<file path="src/rtl/seq_divider.sv">
// Sequential unsigned 16/8 restoring divider: one quotient bit per clock, start/done handshake.
// Optional feature macro: DIV_ZERO_FASTPATH_EN (zero divisor finishes without iterating).
module seq_divider (
    input  logic        clk,
    input  logic        rst_n,
    input  logic        start,
    input  logic [15:0] dividend,
    input  logic [7:0]  divisor,
    output logic        busy,
    output logic        done,
    output logic [15:0] q,
    output logic [7:0]  r,
    output logic        dz
);

    typedef enum logic [1:0] {IDLE, RUN, DONE} state_t;

    state_t      state, state_nx;
    logic [3:0]  count;
    logic [15:0] dvd_sh;
    logic [7:0]  dsr;
    logic [7:0]  rem;
    logic [15:0] quo;

    logic        accept;
    logic        zero_skip;
    logic [8:0]  trial;
    logic [8:0]  diff;
    logic        take;
    logic [7:0]  rem_nx;
    logic [15:0] quo_nx;
    logic        last_iter;

    always_comb begin
        trial     = {rem, dvd_sh[15]};
        diff      = trial - {1'b0, dsr};
        take      = (trial >= {1'b0, dsr});
        rem_nx    = take ? diff[7:0] : trial[7:0];
        quo_nx    = {quo[14:0], take};
        last_iter = (count == 4'd15);
        accept    = start && (state != RUN);
`ifdef DIV_ZERO_FASTPATH_EN
        zero_skip = accept && (divisor == 8'd0);
`else
        zero_skip = 1'b0;
`endif
    end

    always_comb begin
        state_nx = state;
        case (state)
            IDLE, DONE: begin
                if (accept)
                    state_nx = zero_skip ? DONE : RUN;
                else
                    state_nx = IDLE;
            end
            RUN: begin
                if (last_iter)
                    state_nx = DONE;
            end
            default: state_nx = IDLE;
        endcase
    end

    assign busy = (state == RUN);
    assign done = (state == DONE);

    always_ff @(posedge clk or negedge rst_n) begin
        if (!rst_n) begin
            state  <= IDLE;
            count  <= '0;
            dvd_sh <= '0;
            dsr    <= '0;
            rem    <= '0;
            quo    <= '0;
            q      <= '0;
            r      <= '0;
            dz     <= 1'b0;
        end else begin
            state <= state_nx;
            if (accept) begin
                dvd_sh <= dividend;
                dsr    <= divisor;
                rem    <= '0;
                quo    <= '0;
                count  <= '0;
                // Zero divisor yields the same result the full iteration would produce.
                if (zero_skip) begin
                    q  <= '1;
                    r  <= dividend[7:0];
                    dz <= 1'b1;
                end
            end else if (state == RUN) begin
                dvd_sh <= {dvd_sh[14:0], 1'b0};
                rem    <= rem_nx;
                quo    <= quo_nx;
                count  <= count + 4'd1;
                if (last_iter) begin
                    q  <= quo_nx;
                    r  <= rem_nx;
                    dz <= (dsr == 8'd0);
                end
            end
        end
    end

endmodule

</file>
<file path="config.mk">
export PLATFORM = sky130hd
export DESIGN_NAME = seq_divider
export DESIGN_NICKNAME = d
export VERILOG_FILES = /design/src/rtl/seq_divider.sv
export SDC_FILE = /design/constraint.sdc
export NUM_CORES = 1
export LEC_CHECK = 0
export ABC_AREA = 1
export CAP_MARGIN = 40
export CORE_ASPECT_RATIO = 0.6
export CORE_MARGIN = 2
export CORE_UTILIZATION = 54
export DETAILED_ROUTE_END_ITERATION = 7
export PLACE_DENSITY = 0.85
export SLEW_MARGIN = 0
export SYNTH_ARGS = -nofsm -noshare
export SYNTH_HDL_FRONTEND = slang
export SYNTH_SLANG_ARGS = --single-unit
</file>
<file path="constraint.sdc">
create_clock -name clk -period 1.8 [get_ports clk]
set_input_delay 0.36 -clock clk [delete_from_list [all_inputs] [get_ports clk]]
set_output_delay 0.36 -clock clk [all_outputs]
set_load 0.01 [all_outputs]
</file>
==> results by group <==
Finish
  – Final std cells w/o fill: 577
  – Most frequent cells in the layout: 120 x nand2_1, 78 x dfrtp_1, 50 x clkdlybuf4s50_1
  – Most common cell after layout, fill and taps aside: nand2_1
  – Share of cells above drive strength 1: 0.202
  – ANT cells: 0
  – Fillers: 467
  – Area grow syn2layout: 32.0%
  – Final #Nets: 522
  – Core Util, Final: 0.727

Synth
  – Syn. warnings: 0
  – Mean Syn Cell Area: 8.92 sq um
  – Mapped cell area: 3630 sq um
  – Top-area cell type share of the netlist area: 0.538
  – Synth Instances: 407
  – Dominant cell type by area after synthesis: dfrtp_1
  – Synthesized net count: 444
  – Netlist cell types: 30
  – Main area contributors after synthesis: dfrtp_1 54%, nand2_1 14%, inv_1 4.6%, o21ai_0 3.7%, nand3_1 3.6%
  – Post-synthesis sequential area ratio: 0.538
  – #FFs+latches synth: 78

Floorplan
  – DIE WIDTH: 110 microns
  – Row count: 23
  – Die height: 67.5 microns
  – IO Pins: 54
  – Initial Utilization: 0.551
  – Die ar.: 7420 sq um
  – Core area: 6590 sq um

STA
  – Tmin final: 1.76 ns
  – Final period util: 0.979
  – TNS Setup: 0 ns
  – FMAX: 0.568 GHz
  – Final max-slew violation count: 0
  – Final setup fails: 0
  – RSZ-0062 raised after global routing: yes
  – Tightest hold margin: 0.481 ns
  – Final hold vios: 0
  – Max_slew headroom: 0.698
  – Clock Skew: 0.0110 ns
  – Worst-Margin Slew: 0.454 ns

Min path
  – Worst Hold Class: input pin to async pin

GRT
  – Largest net degree at the start of global routing: 36
  – First-pass GRT wire length: 14,000 microns
  – GRT Total Usage: 0.252
  – Initial antenna violation count: 0
  – Total gr overflow: 0
  – Vias in the first global route: 2,838

Worst setup path
  – Worst setup SP type: flop
  – Crit path kind: flop to flop
  – Largest stage delay, worst path: 0.43 ns
  – Setup crit end: r[6]
  – Maximum fanout along the worst path: 6
  – Slowest-stage cell, CP: dfrtp_1
  – CP required: 2.05 ns
  – Worst setup path start: rem[3]
  – WP data arrival: 2.01 ns
  – Crit path capture type: flop
  – FF-to-FF setup slack: 0.04 ns
  – Reg2reg path depth: 11
  – Critical R2R Launch: rem[3]
  – Worst-path cell chain: ha_4 > nand2_4 > inv_2 > a21oi_2 > nand2_2 > nand2_4 > nand2_4 > nand2_2 > nand2_2 > nand2_1 > nand2_1
  – RR Endpoint: r[6]

Run
  – MaxCap Viol Count: 0

Clock network
  – H-Tree Level Count: 3
  – CTS buffer count: 9
  – Worst skew pair latency: 0.35 ns
  – CTS tree: built
  – Worst-path clk slew: 0.09 ns
  – Clock buffer depth: 2
  – CTS sink cnt: 78
  – Clk Tree Root Cell: clkbuf_8

Power and ir drop
  – Pwr Total: 10.4 mW
  – Pleak: 2.23 nW
  – Pwr/cell area: 2160 nW/um^2
  – VDD IR max: 0.971 mV

Drt
  – Initial DRT Pass Iterations: 4
  – WL final: 9110 microns
  – DRC Markers: 0
  – Routed len/inst: 15.8 microns
  – DRT iter0 DRCs: 268
  – Via count: 3,108
  – Detail Route Antenna Nets: 0
  – Via density: 5.39

Run status
  – Status: completed

Placement
  – Placed insts: 553
  – Detailed placement HPWL: 6210 microns
  – Number of port buffers: 53
  – Routability cong.: 0.928
## metrics by stage
step           setup slack, ns  cell area (sq um)
2_1_floorplan            0.174               3630
3_3_place_gp            0.0459               4350
3_5_place_dp         -0.000684               4350
4_1_cts                 0.0121               4590
5_1_grt                -0.0466               4790
6_report                0.0381               4790
## cell type report
| type | count | area (sq um) | area share |
|---|---|---|---|
| flip-flops and latches | 78 | 1950 | 0.407 |
| multi-input cells | 269 | 1590 | 0.332 |
| repair buffers | 80 | 756 | 0.158 |
| inverters | 47 | 176 | 0.0368 |
| clock buffers | 10 | 138 | 0.0287 |
| well taps | 87 | 109 | 0.0227 |
| clock inverters | 6 | 68.8 | 0.0144 |
## per-layer routing
layer,routed length (microns),track usage
met3,716,0.0782
met1,4150,0.372
met2,4170,0.373
met5,0,0
met4,67,0.0380
## kinds of logic (layout without fill, tap and decap cells)
family	count (synthesis)	count (layout)	share of synthesized area
fa+ha+maj	10	10	0.0365
compound gates	62	62	0.102
flops	78	78	0.538
xor+xnor	3	3	0.00724
simple gates	191	194	0.238
buf+inv	63	143	0.0789
## registers in the layout, indices dropped and copies added, names as in the netlist
| name | count |
|---|---|
| dz | 1 |
| dvd_sh | 16 |
| quo | 15 |
| r | 8 |
| q | 16 |
| dsr | 8 |
| state | 2 |
| rem | 8 |
| count | 4 |
## repair_timing
item | CTS | global route
cloned | 1 | 2
endpoints found under the hold margin | 32 | 0
gates resized for setup | 4 | 36
buffers inserted | 0 | 4
hold buffers | 1 | 0
endpoints found under the setup margin | 11 | 17
pin swaps | 1 | 18
## where the power goes
part	internal [mW]	leakage [nW]	switching [mW]	total [mW]
clock	0.688	0.103	0.665	1.35
sequential	2.58	0.960	0.519	3.10
combinational	2.59	1.17	3.33	5.91
## worst max-delay path, delay by kind of cell, from the launching register on
| family | cells | cell delay (ns) |
|---|---|---|
| flops | 1 | 0.43 |
| buf+inv | 1 | 0.05 |
| fa+ha+maj | 1 | 0.30 |
| simple gates | 8 | 0.69 |
| compound gates | 1 | 0.17 |
## cells in the mapped netlist
cell,number
a31oi_1,2
o211ai_1,12
nor3_4,1
xnor2_1,3
a22oi_1,1
nor2_1,8
clkbuf_1,5
o22ai_1,14
a21oi_1,4
buf_2,6
nor2_4,2
nand2_4,2
ha_1,9
nor4_1,2
nand4_1,2
nand4_4,1
nor2_2,1
inv_2,3
nand3b_1,6
dfrtp_1,78
nand2_2,7
o21ai_0,27
a22o_1,1
fa_1,1
nand2_1,133
buf_6,3
inv_1,44
a21oi_2,1
clkbuf_8,2
nand3_1,26
## worst min-delay path by stage
| stage | slack [ns] | from | endpoint |
|---|---|---|---|
| finish | 0.48 | rst_n | q[6] |
| global route | 0.50 | r[7] | r[7] |
| CTS | 0.49 | rst_n | q[6] |
| detailed placement | 0.34 | rst_n | q[6] |
| global placement | 0.34 | rst_n | q[6] |
| floorplan | 0.06 | rst_n | count[0] |
(Power assumes the default switching activity.)
